[src/rtl/ssemi_halfband_coeff_loader_if.sv]
// Tap-write channel from the register block and the parallel coefficient
// channel towards the halfband filter, bundled for the coefficient loader.
interface ssemi_halfband_coeff_loader_if #(
  parameter int NUM_TAPS    = 23,
  parameter int COEFF_WIDTH = 18
);
  localparam int AW = $clog2(NUM_TAPS);

  // Write handshake: one tap transfers on each rising clock edge where wr_valid
  // and wr_ready are both high; wr_valid never waits on wr_ready, and
  // wr_addr/wr_data are held stable while wr_valid is high and not yet accepted.
  logic                            wr_valid;
  logic                            wr_ready;
  logic [AW-1:0]                   wr_addr;
  logic [COEFF_WIDTH-1:0]          wr_data;

  logic                            filt_busy;
  logic                            filt_coeff_ready;
  logic [NUM_TAPS*COEFF_WIDTH-1:0] coeff;
  logic                            coeff_valid;

  modport master (
    output wr_valid, wr_addr, wr_data, filt_busy, filt_coeff_ready,
    input  wr_ready, coeff, coeff_valid
  );

  modport slave (
    input  wr_valid, wr_addr, wr_data, filt_busy, filt_coeff_ready,
    output wr_ready, coeff, coeff_valid
  );
endinterface

[src/rtl/ssemi_halfband_coeff_loader.sv]
// Halfband coefficient loader: shadow bank writes, halfband structure check on
// commit, then a single-cycle apply of the whole bank once the filter is idle.
module ssemi_halfband_coeff_loader #(
  parameter int NUM_TAPS       = 23,
  parameter int COEFF_WIDTH    = 18,
  parameter int TIMEOUT_CYCLES = 1024
) (
  input  logic                         i_clk,
  input  logic                         i_rst,
  input  logic                         i_enable,
  input  logic                         i_commit,
  input  logic                         i_err_clear,
  ssemi_halfband_coeff_loader_if.slave bus,
  output logic                         o_done,
  output logic [1:0]                   o_state,
  output logic                         o_err_addr,
  output logic                         o_err_odd_tap,
  output logic                         o_err_symmetry,
  output logic                         o_err_timeout
);
  localparam int AW = $clog2(NUM_TAPS);
  localparam int TW = $clog2(TIMEOUT_CYCLES + 1);
  localparam int BW = NUM_TAPS * COEFF_WIDTH;

  localparam logic [AW-1:0] LAST_TAP   = AW'(NUM_TAPS - 1);
  localparam logic [AW-1:0] CENTRE_TAP = AW'((NUM_TAPS - 1) / 2);
  localparam logic [AW:0]   TAP_COUNT  = (AW+1)'(NUM_TAPS);
  localparam logic [TW-1:0] TMO_LAST   = TW'(TIMEOUT_CYCLES - 1);

  typedef enum logic [1:0] {
    ST_IDLE  = 2'd0,
    ST_CHECK = 2'd1,
    ST_WAIT  = 2'd2,
    ST_APPLY = 2'd3
  } state_t;

  state_t                 state;
  logic [AW-1:0]          tap_idx;
  logic [TW-1:0]          tmo_cnt;
  logic                   acc_odd;
  logic                   acc_sym;
  logic                   apply_q;
  logic [BW-1:0]          active_q;
  logic [BW-1:0]          shadow_flat;
  logic [COEFF_WIDTH-1:0] shadow [NUM_TAPS];

  logic                   wr_ready;
  logic                   wr_fire;
  logic                   addr_ok;
  logic [AW-1:0]          mirror_idx;
  logic [COEFF_WIDTH-1:0] tap_k;
  logic [COEFF_WIDTH-1:0] tap_m;
  logic                   cur_odd;
  logic                   cur_sym;
  logic                   check_end;
  logic                   filt_ok;
  logic                   set_addr;
  logic                   set_odd;
  logic                   set_sym;
  logic                   set_time;

  always_comb begin
    wr_ready   = i_enable && (state == ST_IDLE);
    wr_fire    = bus.wr_valid && wr_ready;
    addr_ok    = {1'b0, bus.wr_addr} < TAP_COUNT;
    mirror_idx = LAST_TAP - tap_idx;
    tap_k      = shadow[tap_idx];
    tap_m      = shadow[mirror_idx];
    // The centre tap is the one odd index allowed to be nonzero.
    cur_odd    = tap_idx[0] && (tap_idx != CENTRE_TAP) && (tap_k != '0);
    cur_sym    = tap_k != tap_m;
    check_end  = i_enable && (state == ST_CHECK) && (tap_idx == LAST_TAP);
    filt_ok    = !bus.filt_busy && bus.filt_coeff_ready;
    set_addr   = wr_fire && !addr_ok;
    set_odd    = check_end && (acc_odd || cur_odd);
    set_sym    = check_end && (acc_sym || cur_sym);
    set_time   = i_enable && (state == ST_WAIT) && !filt_ok && (tmo_cnt == TMO_LAST);
  end

  always_comb begin
    shadow_flat = '0;
    for (int i = 0; i < NUM_TAPS; i++) begin
      shadow_flat[i*COEFF_WIDTH +: COEFF_WIDTH] = shadow[i];
    end
  end

  always_ff @(posedge i_clk or posedge i_rst) begin
    if (i_rst) begin
      for (int i = 0; i < NUM_TAPS; i++) begin
        shadow[i] <= '0;
      end
    end else if (wr_fire && addr_ok) begin
      shadow[bus.wr_addr] <= bus.wr_data;
    end
  end

  always_ff @(posedge i_clk or posedge i_rst) begin
    if (i_rst) begin
      state    <= ST_IDLE;
      tap_idx  <= '0;
      tmo_cnt  <= '0;
      acc_odd  <= 1'b0;
      acc_sym  <= 1'b0;
      apply_q  <= 1'b0;
      active_q <= '0;
    end else begin
      apply_q <= 1'b0;
      if (!i_enable) begin
        state   <= ST_IDLE;
        tap_idx <= '0;
        tmo_cnt <= '0;
        acc_odd <= 1'b0;
        acc_sym <= 1'b0;
      end else begin
        case (state)
          ST_IDLE: begin
            if (i_commit) begin
              state   <= ST_CHECK;
              tap_idx <= '0;
              acc_odd <= 1'b0;
              acc_sym <= 1'b0;
            end
          end
          ST_CHECK: begin
            acc_odd <= acc_odd || cur_odd;
            acc_sym <= acc_sym || cur_sym;
            if (tap_idx == LAST_TAP) begin
              tap_idx <= '0;
              tmo_cnt <= '0;
              state   <= (set_odd || set_sym) ? ST_IDLE : ST_WAIT;
            end else begin
              tap_idx <= tap_idx + 1'b1;
            end
          end
          ST_WAIT: begin
            if (filt_ok) begin
              // The bank swap and the strobe share this edge so the filter
              // sees new coefficients in the same cycle as coeff_valid.
              state    <= ST_APPLY;
              active_q <= shadow_flat;
              apply_q  <= 1'b1;
            end else if (tmo_cnt == TMO_LAST) begin
              state   <= ST_IDLE;
              tmo_cnt <= '0;
            end else begin
              tmo_cnt <= tmo_cnt + 1'b1;
            end
          end
          ST_APPLY: state <= ST_IDLE;
          default:  state <= ST_IDLE;
        endcase
      end
    end
  end

  // A flag raised in the same cycle as i_err_clear survives the clear.
  always_ff @(posedge i_clk or posedge i_rst) begin
    if (i_rst) begin
      o_err_addr     <= 1'b0;
      o_err_odd_tap  <= 1'b0;
      o_err_symmetry <= 1'b0;
      o_err_timeout  <= 1'b0;
    end else begin
      o_err_addr     <= (o_err_addr     && !i_err_clear) || set_addr;
      o_err_odd_tap  <= (o_err_odd_tap  && !i_err_clear) || set_odd;
      o_err_symmetry <= (o_err_symmetry && !i_err_clear) || set_sym;
      o_err_timeout  <= (o_err_timeout  && !i_err_clear) || set_time;
    end
  end

  assign bus.wr_ready    = wr_ready;
  assign bus.coeff       = active_q;
  assign bus.coeff_valid = apply_q;
  assign o_done          = apply_q;
  assign o_state         = state;
endmodule
[src/flat_wrapper.sv]
// flat-port wrapper written by rule: the top's interface ports become plain ports
module ssemi_halfband_coeff_loader_flat 
#(
  parameter int NUM_TAPS       = 23,
  parameter int COEFF_WIDTH    = 18,
  parameter int TIMEOUT_CYCLES = 1024
)
  (i_clk, i_rst, i_enable, i_commit, i_err_clear, o_done, o_state, o_err_addr, o_err_odd_tap, o_err_symmetry, o_err_timeout, bus_wr_valid, bus_wr_addr, bus_wr_data, bus_filt_busy, bus_filt_coeff_ready, bus_wr_ready, bus_coeff, bus_coeff_valid);
  ssemi_halfband_coeff_loader_if #(.NUM_TAPS(NUM_TAPS), .COEFF_WIDTH(COEFF_WIDTH)) bus_i ();
  input  logic i_clk;
  input  logic i_rst;
  input  logic i_enable;
  input  logic i_commit;
  input  logic i_err_clear;
  output logic o_done;
  output logic [1:0] o_state;
  output logic o_err_addr;
  output logic o_err_odd_tap;
  output logic o_err_symmetry;
  output logic o_err_timeout;
  input wire logic [$bits(bus_i.wr_valid)-1:0] bus_wr_valid;
  input wire logic [$bits(bus_i.wr_addr)-1:0] bus_wr_addr;
  input wire logic [$bits(bus_i.wr_data)-1:0] bus_wr_data;
  input wire logic [$bits(bus_i.filt_busy)-1:0] bus_filt_busy;
  input wire logic [$bits(bus_i.filt_coeff_ready)-1:0] bus_filt_coeff_ready;
  output wire logic [$bits(bus_i.wr_ready)-1:0] bus_wr_ready;
  output wire logic [$bits(bus_i.coeff)-1:0] bus_coeff;
  output wire logic [$bits(bus_i.coeff_valid)-1:0] bus_coeff_valid;
  assign bus_i.wr_valid = bus_wr_valid;
  assign bus_i.wr_addr = bus_wr_addr;
  assign bus_i.wr_data = bus_wr_data;
  assign bus_i.filt_busy = bus_filt_busy;
  assign bus_i.filt_coeff_ready = bus_filt_coeff_ready;
  assign bus_wr_ready = bus_i.wr_ready;
  assign bus_coeff = bus_i.coeff;
  assign bus_coeff_valid = bus_i.coeff_valid;
  ssemi_halfband_coeff_loader #(.NUM_TAPS(NUM_TAPS), .COEFF_WIDTH(COEFF_WIDTH), .TIMEOUT_CYCLES(TIMEOUT_CYCLES)) u_core (.i_clk(i_clk), .i_rst(i_rst), .i_enable(i_enable), .i_commit(i_commit), .i_err_clear(i_err_clear), .bus(bus_i), .o_done(o_done), .o_state(o_state), .o_err_addr(o_err_addr), .o_err_odd_tap(o_err_odd_tap), .o_err_symmetry(o_err_symmetry), .o_err_timeout(o_err_timeout));
endmodule
[config.mk]
export PLATFORM = sky130hd
export DESIGN_NAME = ssemi_halfband_coeff_loader_flat
export DESIGN_NICKNAME = d
export VERILOG_FILES = /design/src/rtl/ssemi_halfband_coeff_loader_if.sv /design/src/rtl/ssemi_halfband_coeff_loader.sv /design/src/flat_wrapper.sv
export SDC_FILE = /design/constraint.sdc
export NUM_CORES = 2
export LEC_CHECK = 0
export CORE_ASPECT_RATIO = 2
export CORE_MARGIN = 3
export CORE_UTILIZATION = 40
export DETAILED_ROUTE_END_ITERATION = 8
export DONT_BUFFER_PORTS = 1
export GPL_TIMING_DRIVEN = 0
export PLACE_DENSITY = 0.65
export SYNTH_ARGS = -nofsm -noshare
export SYNTH_HDL_FRONTEND = slang
export SYNTH_SLANG_ARGS = --single-unit
[constraint.sdc]
create_clock -name i_clk -period 52.7 [get_ports i_clk]
set_clock_uncertainty 0.2 [all_clocks]
set_input_delay 10.54 -clock i_clk [delete_from_list [all_inputs] [get_ports i_clk]]
set_output_delay 10.54 -clock i_clk [all_outputs]
set_load 0.05 [all_outputs]
Yosys cells after proc, flatten, opt, wreduce, memory -nomap -nowiden
Cells that the tools add are included.

Output and inout port bits: 423. Word-level logic and storage cells: 127. Register bits after elaboration: 853. Input bits: 31.

Add/sub/neg operators: 3. Equal/unequal tests: 13. Muxes and demuxes: 33. Bitwise gates (word level): 3. Magnitude comparators: 5. Reductions and logical operators: 36.

Operators by type and width (number): $bwmux W414 (1); $bmux W18 S5 (2); $demux W18 S5 (1); $mux W18 (5); $mux W11 (4); $pmux W11 S2 (1); $logic_and A1 B1 Y1 (19); $ge A6 B6 Y1 const B (3); $ne A18 B18 Y1 (1); $not A5 Y6 (3); $reduce_bool A18 Y1 (1); $mux W5 (3); $mux W2 (6); $add A11 B1 Y11 const B (1); $eq A11 B10 Y1 const B (1); $pmux W5 S2 (1); $ne A3 B3 Y1 const B (3); $reduce_and A3 Y1 (3); $pmux W2 S4 (1); $logic_or A1 B1 Y1 (7); $lt A6 B1 Y1 const B (1); $mux W1 (6); $ne A3 B1 Y1 const B (2); $add A5 B1 Y5 const B (1); other kinds (11) (16).

Logic depth before layout (Yosys ltp)
Word-level depth: 13. Mapped depth: 21. Depth with buffers taken out: 12.

Worst setup path after synthesis
Ideal clock, no wire load.

Path type: input-to-output. Start: input port i_enable. End: output port bus_wr_ready. Path buffers: 0. Data arrival time: 11891 ps. Required time: 41960 ps. Cell stages on the path: 1. Slack: 30069 ps. Cells stage by stage: nor3b_1.

Longest elaborated chain between the ends: 1.

Ends and longest elaborated chain: start: declaration (RTL line flat_wrapper.sv:12) `input logic i_enable;`; $logic_and A1 B1 Y1 (RTL line ssemi_halfband_coeff_loader.sv:63) `wr_ready = i_enable && (state == ST_IDLE);`; end: declaration (RTL line flat_wrapper.sv:26) `output wire logic [$bits(bus_i.wr_ready)-1:0] bus_wr_ready;`.

Every way passes these cells.

Worst setup path in the final report
Ends and elaborated chain as after synthesis.

==> parameters.txt <==
Parameter                              Value

Setup path
  Buf+Inv Stages, Crit Path ... 1
  Type of the worst setup path ... in2out
  Maximum net fanout on the critical path ... 8
  Type of element launching the critical path ... input pin
  Maximum cell stage delay along the critical path ... roughly 250 ps
  Reg2Reg Setup Slack ... 44990 ps
  Largest delay share family, worst path ... simple AND/OR/NAND/NOR gates
  CP arrival ... 11020 ps
  Cell with the largest stage delay on the worst path ... nor3b_2
  Cell-by-cell trace of the critical path ... nor3b_2 > buf_6
  Critical path capture point type ... primary output
  Worst path required time ... 41960 ps

CTS
  Root Buffer ... clkbuf_16
  Setup Fix Bufs, Post-CTS ... 0
  Quantity of hold-fixing buffers added after cts ... 0
  Clock buffer depth ... 3
  Total clock sinks ... between 800 and 900
  Reg clk slew, reported paths ... ~70 ps
  Count of instances resized after the clock tree is built ... 0
  CTS tree ... built
  Clock latency on the worst-skew pair ... 700 ps
  Inserted Clock Buffers ... 77
  Number of levels in the clock H-tree ... 3

Floorplanning
  IO Pins ... around 450
  Height of the chip ... approximately 450 um
  Core area ... ~98000 um^2
  Width of the die ... about 230 um
  Starting utilization of the core area ... 40.4%
  Number of placement rows ... around 160
  Area of the die ... 103000 um^2

Yosys
  Dominant combinational cell family by area after synthesis ... multiplexers
  Synth async-reset ratio ... between 90% and 100%
  Number of instances in the synthesized netlist ... approximately 2700
  Yosys top cell area share ... a little over half
  Adder and majority cell fraction of the synthesized area ... less than 1%
  Yosys warns ... 0
  Post-synthesis cell area ... 39400 um^2
  Post-synthesis mux area share ... roughly a third
  Cell with the most instances after synthesis ... mux2_2
  Most area-hungry cell type in the Yosys netlist ... dfrtp_1
  Portion of the post-synthesis area used by sequential elements ... 54.1%
  Average size of a mapped cell ... ~14 um^2
  Synthesized-area fraction occupied by ao, oa, aoi and oai cells ... 4.11%
  Xor-xnor portion of the synthesized cell area ... less than 1%
  Post-synth top cells ... 854 x mux2_2, 853 x dfrtp_1, 123 x mux2i_1, 123 x nand2_1, 115 x clkbuf_1
  Synthesis-stage register bit count ... 853
  Number of flops mapped to enable cells by yosys ... 0
  Number of different library cells in the post-synthesis netlist ... between 70 and 80
  Fraction of the mapped netlist area in simple logic gates ... under 10%
  Most area-consuming cells after synthesis ... dfrtp_1 54%, mux2_2 24%, mux4_2 6.5%
  Primary flip-flop cell chosen by synthesis mapping ... dfrtp_1
  Syn nets ... between 2000 and 3000

Detailed routing
  Final Routed Wirelength ... roughly 180000 um
  Remaining design rule violation count ... 0
  Post-detailed-route wirelength per cell ... around 43 um
  Sum of met2 wire segment lengths after detailed routing ... 89100 um
  Violation count after the first detailed-route iteration ... 2645
  Highest Signal Layer ... met5
  Detailed-route vias per instance ... 6.39
  Total met3 wirelength after detailed routing ... 14100 um
  Via total after detailed routing ... 26749
  Remaining number of nets flagged by the antenna check after routing ... 0
  DRT met1 WL ... ~60000 um
  Number of optimization iterations in the first detailed-route pass ... 5

Cells and area
  Area used by sequential logic in the layout ... about 21000 um^2
  Final cell count without fillers ... between 4000 and 5000
  Area taken by multi-input logic gates ... 17000 um^2
  Layout Nets ... ~2900
  Fraction of layout cells with a size suffix above 1 ... 41.5%
  Count of fill cells added during filler insertion ... between 8000 and 9000
  Area growth syn-to-layout ... 11.5%

STA
  Setup-violating endpoint count in the final report ... 0
  Fin. max-slew vios ... 11
  Final period utilization ... about two fifths
  Number of hold-slack violations in the final timing report ... 0
  Unrepaired setup endpoints after global routing ... false
  Transition time at the pin with the least slew margin ... between 1500 and 2000 ps
  Slew HR ... -1.50%
  Fin Setup TNS ... 0 ps
  Min Clock Period, post-route ... ~22000 ps
  Maximum clock rate ... approximately 46 MHz

Run
  Reported max-cap violation count ... 2

Global routing
  Vias in the first global route ... between 20000 and 30000
  Pin count of the biggest net entering global routing ... ~140
  Number of antenna violations at the first check in global routing ... 9
  Overall track demand over capacity in global routing ... a little over a third
  First-pass GRT wire length ... approximately 240000 um
  Congestion Overflow GR ... 0

Hold path
  Worst min path class ... reg2reg

Power
  PwrDens ... 39.6 nW/um^2
  Worst ir drop on vdd ... about 0.029 mV
  Static leakage ... between 20 and 25 nW

Run status
  Run status ... finished with violations
  Violated checks ... capacitance limit, slew limit

Placement
  Number of cells in the design after placement ... ~4000
  Routability-driven placement congestion ratio ... between 1 and 1.5
  Detailed Place HPWL ... 139000 um
  Count of buffers from port buffering ... 0
==> through the flow <==
stage          total power (W)  instance area, um^2  hold slack [ps]  worst slack (ps)  utilization (%)
3_5_place_dp           0.00114                41400              303             30950             42.3
5_1_grt                0.00177                43900              338             30930             45.0
2_1_floorplan         0.000958                39400              271             17990                -
6_report               0.00174                43900              324             30940             45.0
4_1_cts                0.00173                43900              320             30950             45.0
3_3_place_gp           0.00114                41100              295              9770             42.0
==> registers in the layout, summed over array words and instances (netlist names) <==
name and flops:
u_core.o_err_addr 1, u_core.shadow 414, u_core.o_err_odd_tap 1, u_core.tmo_cnt 11, u_core.o_state 2, u_core.bus.coeff_valid 1
u_core.o_err_symmetry 1, u_core.tap_idx 5, u_core.acc_sym 1, u_core.bus.coeff 414, u_core.acc_odd 1, u_core.o_err_timeout 1
==> power breakdown <==
group          internal [W]  total (W)  switching [W]
logic              0.000139   0.000382       0.000243
clock network      0.000327   0.000594       0.000267
registers          0.000694   0.000764      0.0000692
total               0.00116    0.00174       0.000580
==> cell usage in the layout, fill, tap and decap left out, drive strengths merged, types with 17 or more instances in the layout <==
cell / n
a21oi: 51
a31oi: 19
a32oi: 18
buf: 95
clkbuf: 220
dfrtp: 853
inv: 20
mux2: 855
mux2i: 123
mux4: 124
nand2: 123
nand3: 27
nor2: 69
o21ai: 33
o22ai: 27
xor2: 17
==> layer usage <==
| layer | vias to the layer above | GRT usage [%] |
|---|---|---|
| met2 | 1644 | 58.6 |
| met1 | 14165 | 36.1 |
| li1 | 10342 | - |
| met3 | 596 | 8.74 |
| met5 | - | 0 |
| met4 | 2 | 30.2 |
==> final timing paths <==
check                                                     from                                 to  cells past startpoint
worst max-delay path                                  i_enable                       bus_wr_ready                      2
worst min-delay path            u_core.tmo_cnt[10]$_DFFE_PP0P_     u_core.o_err_timeout$_DFF_PP0_                      1
worst max register to register   u_core.tap_idx[0]$_DFFE_PP0P_    u_core.o_err_symmetry$_DFF_PP0_                     19
worst min register to register  u_core.tmo_cnt[10]$_DFFE_PP0P_     u_core.o_err_timeout$_DFF_PP0_                      1
max in group asynchronous                                i_rst  u_core.bus.coeff[394]$_DFFE_PP0P_                      4
min in group asynchronous                                i_rst  u_core.bus.coeff[202]$_DFFE_PP0P_                      1
==> final cells by class <==
cell class | instances | share of cell area [%]
Antenna cell | 3 | 0.0171
Buffer | 198 | 2.45
Clock buffer | 105 | 4.95
Clock inverter | 30 | 0.894
Inverter | 12 | 0.120
Multi-Input combinational cell | 1662 | 38.7
Sequential cell | 853 | 48.6
Tap cell | 1312 | 3.74
Timing Repair Buffer | 12 | 0.567
==> logic make-up after synthesis <==
| family | count (synthesis) |
|---|---|
| AND/OR/NAND/NOR | 295 |
| XOR/XNOR | 28 |
| adder cells (fa/ha/maj) | 3 |
| buffers and inverters | 210 |
| AO/OA/AOI/OAI | 234 |
| multiplexers | 1102 |
| flip-flops | 853 |
(Power assumes the default switching activity.)
